===== src/rtl/mux_scan_reg.sv =====
// mux_scan_reg -- N-channel selecting register with a run sequencer.
//
// Each cycle of a run, one WIDTH-bit word is captured from din into q. The
// captured channel is either fixed (manual mode, from sel_in) or stepped
// round-robin from channel 0 (scan mode). A run lasts run_len captures.
// After the last capture the block passes through DONE and returns to IDLE.
//
// Optional feature: define MUX_SCAN_HOLD_EN to let `hold` freeze a run.
// Without the macro, `hold` is ignored.
//
// Ports:
//   clk        single clock, posedge
//   rst_n      asynchronous active-low reset
//   start      begin a run (sampled in IDLE only)
//   mode       0 = manual (sel_in), 1 = scan; sampled with start
//   sel_in     manual channel select; clamped to CHANNELS-1; sampled with start
//   din        CHANNELS packed words, channel k at [k*WIDTH +: WIDTH]
//   run_len    number of captures; 0 goes straight to DONE
//   hold       freeze request (MUX_SCAN_HOLD_EN builds only)
//   q          captured word
//   q_valid    q holds a capture made on the preceding edge
//   ch         channel index of the word in q
//   cycle_cnt  captures completed in the current/last run
//   busy       run in progress
//   done       one-cycle end-of-run pulse
//
// All outputs are registered. busy and done are state flags registered from
// the current state, so they lag the state register by one edge.
module mux_scan_reg #(
  parameter int WIDTH    = 8,
  parameter int CHANNELS = 4,
  parameter int SEL_W    = 2
) (
  input  logic                      clk,
  input  logic                      rst_n,
  input  logic                      start,
  input  logic                      mode,
  input  logic [SEL_W-1:0]          sel_in,
  input  logic [CHANNELS*WIDTH-1:0] din,
  input  logic [7:0]                run_len,
  input  logic                      hold,
  output logic [WIDTH-1:0]          q,
  output logic                      q_valid,
  output logic [SEL_W-1:0]          ch,
  output logic [7:0]                cycle_cnt,
  output logic                      busy,
  output logic                      done
);

  typedef enum logic [1:0] {
    S_IDLE = 2'd0,
    S_RUN  = 2'd1,
    S_DONE = 2'd2
  } state_t;

  state_t           state;
  logic [SEL_W-1:0] ptr;
  logic             mode_r;
  logic [7:0]       len_r;

  logic [WIDTH-1:0] sel_word;
  logic [SEL_W-1:0] sel_clamped;
  logic [SEL_W-1:0] ptr_next;
  logic             held;

`ifdef MUX_SCAN_HOLD_EN
  assign held = hold;
`else
  logic unused_hold;
  assign unused_hold = hold;
  assign held        = 1'b0;
`endif

  // Word mux and pointer arithmetic.
  // NOTE: every always_comb output gets a default first so no path leaves it
  // unassigned -- otherwise synthesis infers a latch.
  always_comb begin
    sel_word = '0;
    for (int k = 0; k < CHANNELS; k++) begin
      if (ptr == SEL_W'(k)) sel_word = din[k*WIDTH +: WIDTH];
    end

    sel_clamped = sel_in;
    if (int'(sel_in) >= CHANNELS) sel_clamped = SEL_W'(CHANNELS - 1);

    ptr_next = ptr + 1'b1;
    if (ptr == SEL_W'(CHANNELS - 1)) ptr_next = '0;
  end

  // NOTE: sequential state uses non-blocking assignments so every register
  // samples the pre-edge values of the others, independent of statement order.
  always_ff @(posedge clk or negedge rst_n) begin
    if (!rst_n) begin
      state     <= S_IDLE;
      ptr       <= '0;
      mode_r    <= 1'b0;
      len_r     <= '0;
      q         <= '0;
      q_valid   <= 1'b0;
      ch        <= '0;
      cycle_cnt <= '0;
      busy      <= 1'b0;
      done      <= 1'b0;
    end else begin
      busy    <= (state == S_RUN);
      done    <= (state == S_DONE);
      q_valid <= 1'b0;

      case (state)
        S_IDLE: begin
          if (start) begin
            cycle_cnt <= '0;
            if (run_len != 8'd0) begin
              mode_r <= mode;
              len_r  <= run_len;
              ptr    <= mode ? '0 : sel_clamped;
              state  <= S_RUN;
            end else begin
              state <= S_DONE;
            end
          end
        end

        S_RUN: begin
          if (!held) begin
            q         <= sel_word;
            ch        <= ptr;
            q_valid   <= 1'b1;
            cycle_cnt <= cycle_cnt + 8'd1;
            if (mode_r) ptr <= ptr_next;
            // len_r <= 255, so cycle_cnt never wraps.
            if (cycle_cnt + 8'd1 == len_r) state <= S_DONE;
          end
        end

        S_DONE: state <= S_IDLE;

        default: state <= S_IDLE;
      endcase
    end
  end

endmodule

===== config.mk =====
export PLATFORM = sky130hd
export DESIGN_NAME = mux_scan_reg
export DESIGN_NICKNAME = d
export VERILOG_FILES = /design/src/rtl/mux_scan_reg.sv
export SDC_FILE = /design/constraint.sdc
export NUM_CORES = 1
export LEC_CHECK = 0
export ABC_AREA = 1
export BUFFER_PORTS_ARGS = -buffer_cell sky130_fd_sc_hd__buf_2
export CAP_MARGIN = 20
export CORE_UTILIZATION = 49
export DETAILED_ROUTE_END_ITERATION = 8
export GPL_TIMING_DRIVEN = 1
export PLACE_DENSITY_LB_ADDON = 0.05
export SLEW_MARGIN = 10
export SYNTH_ARGS = -nofsm -noshare
export SYNTH_HDL_FRONTEND = slang
export SYNTH_SLANG_ARGS = --single-unit
export TNS_END_PERCENT = 1

===== constraint.sdc =====
create_clock -name clk -period 1.9 [get_ports clk]
set_input_delay 0.38 -clock clk [delete_from_list [all_inputs] [get_ports clk]]
set_output_delay 0.38 -clock clk [all_outputs]
set_load 0.005 [all_outputs]

==> flow_summary.ini, run 1 <==
[synth]
synth-async-reset-ratio_pct = 100
synth.distinct_cells = 31
synth_edf_count = 0
netlist_area_um2 = 1890
ys_seq_elements = 33
synth_area_leader_cell = dfrtp_1
synth_seq_area_share_pct = 43.7
avgSynthCellArea_um2 = 7.74
synth_top_area_share_pct = 43.7
ys.flop_type = dfrtp_1
synth_nets = 296
synth.area.top_cells = dfrtp_1 44%, nand2_1 11%, o21ai_0 6.1%, a21oi_1 5.0%, inv_1 5.0%
syn_inst = 244
yosys_warnings = 0

[worst_setup_path]
path_buf_inv = 1
crit_chain = ha_1 > nand2_1 > inv_1 > nand2_1 > nand2_1 > nand3_1 > nand2_1 > nor2_1 > nand3_2 > nand2_1 > nand2_1
critPathTopFamily = simple AND/OR/NAND/NOR gates
max_stage_delay_ns = 0.43
endpoint_kind = flop
arrival_ns = 1.84
slowest_stage = dfrtp_1
reg2reg_setup_slack_ns = 0.23
critPathMostFrequentCell = nand2_1
start_kind = flop
required_ns = 2.07
crit_type = flop to flop
cp_max_fo = 5

[timing]
slew_viol_final = 0
finalHoldViolations = 0
fin_setup_tns_ns = 0
tightest_slew_ns = 0.741
finClkSkew_ns = 0.00611
min_period_over_period_pct = 87.8
finalCriticalPeriod_ns = 1.67
rsz0062_at_grt = no
setup_viol = 0
fmax_mhz = 600
maxSlewHeadroom_pct = 50.6

[place]
portBuffers = 66
hpwl_um = 3320
place_congestion = 0.853
dpl_cell_area_um2 = 2270
dpl.cell_count = 355

[routing]
drc_errors = 0
vias_per_cell = 5.06
first_pass_iters = 4
drt_iter0_markers = 101
ant_nets = 0
num_vias = 1831
wl_um = 4410
wl_per_cell_um = 12.2

[final_layout]
final_area_um2 = 2360
nets = 366
nFillCells = 359
layout-drive-gt1-share_pct = 28.3
insertedDiodeCount = 0
instances_no_fill = 362
areaGrowthSynthToFinish_pct = 25.0
finish.utilization_pct = 64.0

[power_and_ir_drop]
power_leakage_nw = 1.20
ir_drop_mv = 0.868
totalPowerFinal_mw = 3.46
p_per_area_nw_per_um2 = 1470

[floorplan]
die_x_um = 64.1
rows = 22
die-area_um2 = 4110
core_um2 = 3690
die_h_um = 64.1
initial_utilization_pct = 51.2
io_pins = 68

[cts]
clock_path_buffers = 2
ctsResizeCount = 0
path_clk_slew_ns = 0.07
root_buffer = clkbuf_8
clock-sinks = 33
worstSkewPairLatency_ns = 0.28
htreeDepth = 2
tritoncts = yes
hold_buffers = 0
cts_setup_buffers = 0
numCtsBuffers = 5

[flow_run]
cap_violations = 0

[status]
status = complete, no violations

[global_route]
antenna_found_initial = 0
track_usage_pct = 24.2
grt_max_degree = 34
grt_pass1_vias = 1711
overflow = 0
grt_pass1_wl_um = 7580

[hold_path]
hold_path.class = input port to asynchronous set/reset pin
## cells by family (layout without fill, tap and decap cells)
family | count (synthesis) | in the layout | share of synthesized area (%)
and+or+nand+nor | 106 | 106 | 25.5
buffers and inverters | 35 | 105 | 7.42
xor gates and xnor gates | 2 | 2 | 0.928
DFF | 33 | 33 | 43.7
AOI/OAI and AO/OA | 63 | 63 | 19.1
adders and majority gates | 5 | 5 | 3.31
## metal layers
metal  vias up  part of all wire [%]  GRT usage [%]
met5         -                     0              0
met3         7                   3.2           4.46
li1        946                     -              -
met2        34                    48           40.3
met4         0                   1.2           7.67
met1       844                    48           31.7
## stage by stage
stage	worst slack, ns	hold slack [ns]
6_report	0.232	0.155
5_1_grt	0.0767	0.223
4_1_cts	0.228	0.185
3_5_place_dp	0.263	0.469
3_3_place_gp	0.262	0.462
2_1_floorplan	0.372	0.0844
## report_power, final
| group | internal, mW | total (mW) | switching (mW) | leakage, nW |
|---|---|---|---|---|
| Clock | 0.287 | 0.528 | 0.241 | 0.0443 |
| Combinational | 0.698 | 1.71 | 1.01 | 0.750 |
| Sequential | 1.01 | 1.22 | 0.207 | 0.410 |
| Total | 2.00 | 3.46 | 1.46 | 1.20 |
## synthesized netlist by cell type, drive strengths merged, types with 2 or more instances
| library cell | n |
|---|---|
| a22oi | 8 |
| clkbuf | 3 |
| ha | 5 |
| a21oi | 20 |
| nand2 | 56 |
| nand3 | 19 |
| inv | 27 |
| o22ai | 3 |
| dfrtp | 33 |
| nor2 | 27 |
| o21ai | 28 |
| nand3b | 2 |
| buf | 4 |
## final cells by class
type / count / area, um^2 / share of cell area, %
Multi-Input combinational cell: 176 / 922 / 39.1
Clock buffer: 7 / 86.3 / 3.66
Sequential cell: 33 / 826 / 35.0
Tap cell: 48 / 60.1 / 2.55
Inverter: 28 / 105 / 4.45
Timing Repair Buffer: 70 / 360 / 15.3
## worst paths after layout
kind | start | to | depth (start not counted)
min in group clk | run_len[4] | len_r[4] | 3
max reg2reg | cycle_cnt[1] | state[0] | 11
min reg2reg | mode_r | mode_r | 2
max | cycle_cnt[1] | state[0] | 11
max in group asynchronous | rst_n | len_r[4] | 1
min | rst_n | ch[1] | 1
## state kept, by name, indices dropped and copies added, names as in the netlist
register / count
len_r: 8
state: 2
q: 8
done: 1
mode_r: 1
cycle_cnt: 8
busy: 1
ptr: 2
ch: 2
## placed cells by master, fill, tap and decap left out, types with 2 or more instances in the layout
cell type,instances
a21oi_1,19
nor2_4,4
clkbuf_8,6
o21ai_1,5
inv_1,25
buf_2,66
o21ai_0,23
o22ai_1,3
nand3_2,2
nand3_1,17
ha_1,5
nand2_1,54
buf_4,4
nor2_1,22
dfrtp_1,33
a22oi_1,8
inv_2,2
nand2_2,2
nand3b_1,2
## worst register-to-register path: stages (launching register included)
cell	delay (ns)
dfrtp_1	0.43
ha_1	0.21
nand2_1	0.13
inv_1	0.10
nand2_1	0.10
nand2_1	0.07
nand3_1	0.07
nand2_1	0.06
nor2_1	0.16
nand3_2	0.12
nand2_1	0.07
nand2_1	0.05
(Power assumes the default switching activity.)
==> run 2, diff against run 1 <==
Settings changed: CORE_UTILIZATION 49 to 53.
Clock period 1.9 ns to 2.05 ns, I/O delays scaled along.
==> run 2 against run 1 <==
- via count rose by 0.93%
- power shrank 8.6%
- register-to-register slack improved by 0.08 ns
- fmax down 4.1%
- design area down 0.90%
- die area is 7.3% lower
- utilization grew 5.6 points
- setup slack improved by 0.078 ns
- sequential power decreased by 7%
- critical endpoint unchanged
- largest cell class unchanged
==> flow_summary.ini, run 2 (same netlist as run 1, synthesis figures left out) <==
[place]
hpwl_um = 3260
portBuffers = 66
pre_cts_ws_ns = 0.357
place_congestion = 0.844
dpl_cell_area_um2 = 2270

[cts]
clock-sinks = 33
worstSkewPairLatency_ns = 0.33
ctsResizeCount = 0
path_clk_slew_ns = 0.10
htreeDepth = 2
tritoncts = yes
clock_path_buffers = 2
numCtsBuffers = 5
hold_buffers = 0
cts_setup_buffers = 0
root_buffer = clkbuf_4

[timing]
rsz0062_at_grt = no
setup_viol = 0
finClkSkew_ns = 0.00252
slew_viol_final = 0
finalCriticalPeriod_ns = 1.74
min_period_over_period_pct = 84.9
finalHoldViolations = 0
fin_setup_tns_ns = 0
worst_slack_ns = 0.310
fmax_mhz = 575
tightest_slew_ns = 0.737
maxSlewHeadroom_pct = 50.9

[worst_setup_path]
r2r-start = cycle_cnt[0]
required_ns = 2.29
endpoint_kind = flop
cp_max_fo = 7
arrival_ns = 1.98
worstSetupStartpoint = cycle_cnt[0]
crit_type = flop to flop
start_kind = flop

[global_route]
overflow = 0
grt_pass1_wl_um = 7270
antenna_found_initial = 0
grt_pass1_vias = 1727
track_usage_pct = 26.7
grt_max_degree = 34

[floorplan]
core_um2 = 3360
die-area_um2 = 3810
rows = 21
die_x_um = 61.7
initial_utilization_pct = 56.1
io_pins = 68
die_h_um = 61.7

[final_layout]
nets = 364
final_common_cell = buf_2
final_area_um2 = 2340
finish.utilization_pct = 69.5
nFillCells = 326
insertedDiodeCount = 0
final_cell_mix = 66 x buf_2, 54 x nand2_1, 33 x dfrtp_1
areaGrowthSynthToFinish_pct = 23.9
top_regs = cycle_cnt x8, len_r x8, q x8
layout-drive-gt1-share_pct = 28.4

[routing]
num_vias = 1848
wl_per_cell_um = 12.4
first_pass_iters = 4
vias_per_cell = 5.15
drt_iter0_markers = 110
wl_um = 4450
drc_errors = 0
ant_nets = 0

[flow_run]
cap_violations = 0

[power_and_ir_drop]
p_per_area_nw_per_um2 = 1350
power_leakage_nw = 1.20
ir_drop_mv = 0.549

[status]
status = complete, no violations

[hold_path]
hold_path.class = input port to asynchronous set/reset pin
==> run 2: cell types whose count changed in the layout (fill, tap and decap cells not counted) <==
cell / previous run / this run
clkbuf_4: 0 / 5
clkinv_2: 0 / 1
buf_4: 4 / 1
buf_12: 0 / 1
clkbuf_8: 6 / 2
clkbuf_1: 1 / 0
==> run 2: critical path, cell delays in order (launching register included) <==
cell and delay (ns):
dfrtp_1 0.48, ha_1 0.26, nand2_1 0.13, inv_1 0.11, nand2_1 0.09, nand2_1 0.06
nand3_1 0.07, nand2_1 0.06, nor2_1 0.16, nand3_2 0.10, nand2_1 0.07, nand2_1 0.04
==> run 2: path summary, 6_finish.rpt <==
path,endpoint,slack (ns),depth (start not counted)
min in group clk,len_r[4],0.32,3
worst min-delay path,busy,0.13,1
worst max register to register,state[0],0.31,11
worst max-delay path,state[0],0.31,11
worst min register to register,mode_r,0.51,2
max in group asynchronous,cycle_cnt[5],1.46,1
==> run 2: cell type report <==
class	count	area (um^2)	share of cell area, %
multi-input combinational	176	922	39.4
sequential	33	826	35.3
timing repair buffer	68	358	15.3
inverter	28	105	4.49
clock buffer	7	65.1	2.78
tap	46	57.6	2.46
clock inverter	1	5.00	0.214
==> run 2: metrics by stage <==
step	total power, mW	instances	hold slack, ns
2_1_floorplan	2.23	244	0.114
3_3_place_gp	2.70	351	0.464
3_5_place_dp	2.74	351	0.481
4_1_cts	3.18	359	0.140
5_1_grt	3.50	359	0.161
6_report	3.16	359	0.125
==> run 2: layer usage <==
| metal | wire length (um) | vias up | global-route usage (%) | share of wire, % |
|---|---|---|---|---|
| met5 | 0 | - | 0 | 0 |
| li1 | - | 942 | - | - |
| met1 | 2000 | 831 | 34.7 | 45 |
| met4 | 33 | 0 | 8.89 | 0.74 |
| met2 | 2110 | 71 | 42.2 | 48 |
| met3 | 303 | 4 | 8.40 | 6.8 |
==> run 2: report_power, final <==
part           internal [mW]  switching (mW)
Combinational          0.640           0.949
Clock                  0.199           0.230
Sequential             0.934           0.208
Total                   1.77            1.39
==> run 3, diff against run 2 <==
Settings changed: CORE_UTILIZATION 53 to 45.
Clock period 2.05 ns to 1.45 ns, I/O delays scaled along.
==> run 3 against run 2 <==
- count of clock-buffer cells in the layout did not move
- cell count rose by 6.1%
- non-clock buffer count rose by 18
- fmax rose by 20%
- via count rose by 3.0%
- setup slack got worse by 0.31 ns
- sequential cell count did not move
- largest power group unchanged
- highest routed layer unchanged
==> flow_summary.ini, run 3 (same netlist as run 1, synthesis figures left out) <==
[cts]
htreeDepth = 2
clock-sinks = 33
numCtsBuffers = 5
clock_path_buffers = 2
worstSkewPairLatency_ns = 0.28
tritoncts = yes
path_clk_slew_ns = 0.07
root_buffer = clkbuf_8

[worst_setup_path]
arrival_ns = 1.62
crit_type = flop to flop
start_kind = flop
endpoint_kind = flop
required_ns = 1.62
cp_max_fo = 6

[timing]
worst_slack_ns = 0.000430
fin_setup_tns_ns = 0
tightest_slew_ns = 0.478
finalHoldViolations = 0
maxSlewHeadroom_pct = 67.8
finalCriticalPeriod_ns = 1.45
min_period_over_period_pct = 100
rsz0062_at_grt = yes
finClkSkew_ns = 0.00504
slew_viol_final = 0
fmax_mhz = 690
setup_viol = 0

[final_layout]
finish.utilization_pct = 65.0
seqCellArea_um2 = 827
nFillCells = 369
insertedDiodeCount = 0
final_common_cell = buf_2
instances_no_fill = 381
layout-drive-gt1-share_pct = 36.9
multi_input_area_um2 = 972
nets = 382
top_regs = cycle_cnt x8, len_r x8, q x8
final_cell_mix = 66 x buf_2, 52 x nand2_1, 32 x dfrtp_1
areaGrowthSynthToFinish_pct = 37.7

[power_and_ir_drop]
pwr-share-seq_pct = 31.3
totalPowerFinal_mw = 5.11
pwr-share-comb_pct = 53.7
p_int_mw = 3.02
clockPowerShare_pct = 15.0
switching_power_mw = 2.09
p_per_area_nw_per_um2 = 1970
ir_drop_mv = 0.991
power_leakage_nw = 1.31
sw_frac_of_total_pct = 41.0

[routing]
drt_iter0_markers = 79
wl_per_cell_um = 11.8
vias_per_cell = 4.99
ant_nets = 0
drc_errors = 0
wl_um = 4500
first_pass_iters = 4
num_vias = 1903

[place]
pre_cts_ws_ns = -0.0540
hpwl_um = 3450
place_congestion = 0.772
dpl.cell_count = 369
portBuffers = 66

[global_route]
antenna_found_initial = 0
grt_max_degree = 17
grt_pass1_vias = 1731
grt_pass1_wl_um = 7650
overflow = 0
track_usage_pct = 23.1

[flow_run]
cap_violations = 0

[floorplan]
die_h_um = 66.8
die_x_um = 66.8
initial_utilization_pct = 47.2
io_pins = 68
core_um2 = 4000
rows = 23
die-area_um2 = 4460

[hold_path]
hold_path.class = input port to flop

[status]
status = complete, no violations
## run 3: per-layer routing
layer | up-vias | routed length, um | global-route usage (%) | part of all wire [%]
met5 | - | 0 | 0 | 0
met4 | 0 | 58 | 7.98 | 1.3
met3 | 6 | 245 | 6.16 | 5.4
met2 | 57 | 2230 | 39.1 | 50
met1 | 861 | 1960 | 27.9 | 44
li1 | 979 | - | - | -
## run 3: final cells by class
type | instances | share of cell area, %
well taps | 50 | 2.41
clock buffers | 7 | 3.71
clock inverters | 1 | 0.192
repair buffers | 86 | 20.3
multi-input cells | 176 | 37.4
flip-flops and latches | 33 | 31.8
inverters | 28 | 4.19
## run 3: worst paths after layout
| check | start | endpoint | slack (ns) | cells after the start |
|---|---|---|---|---|
| hold / removal | run_len[4] | len_r[4] | 0.26 | 3 |
| setup / recovery | cycle_cnt[1] | state[0] | 0.0004 | 10 |
| hold reg to reg | mode_r | mode_r | 0.49 | 2 |
| setup reg to reg | cycle_cnt[1] | state[0] | 0.0004 | 10 |
| max in group asynchronous | rst_n | mode_r | 0.52 | 3 |
| min in group asynchronous | rst_n | cycle_cnt[1] | 0.45 | 2 |
## run 3: metrics by stage
| step | hold slack [ns] | instance area, um^2 |
|---|---|---|
| detailed placement | 0.228 | 2420 |
| global placement | 0.225 | 2420 |
| floorplan | -0.00559 | 1900 |
| CTS | 0.260 | 2560 |
| global route | 0.266 | 2600 |
| finish | 0.264 | 2600 |
## run 3: timing repair
action | 4_1_cts | 5_1_grt
hold buffers | 1 | 0
resized for setup | 5 | 18
pin swaps | 8 | 7
endpoints found under the setup margin | 2 | 11
hold endpoints to repair | 13 | 0
setup buffers | 2 | 1
## run 3: power groups by stage
stage | logic (mW) | registers [mW] | clock network [mW]
2_1_floorplan | 1.56 | 1.63 | 0
3_3_place_gp | 2.54 | 1.59 | 0
3_5_place_dp | 2.58 | 1.60 | 0
4_1_cts | 2.66 | 1.60 | 0.788
5_1_grt | 3.12 | 1.65 | 0.823
6_report | 2.75 | 1.60 | 0.768
## run 3: worst max-delay path, cell delays in order (launching register included)
cell and delay [ns]:
dfrtp_1 0.40, buf_6 0.13, nand2_2 0.05, nor2_4 0.18, nand3_2 0.11, nand3_1 0.09, nand2_1 0.07, nor2_2 0.10
nand3_2 0.10, nand2_1 0.07, nand2_1 0.05
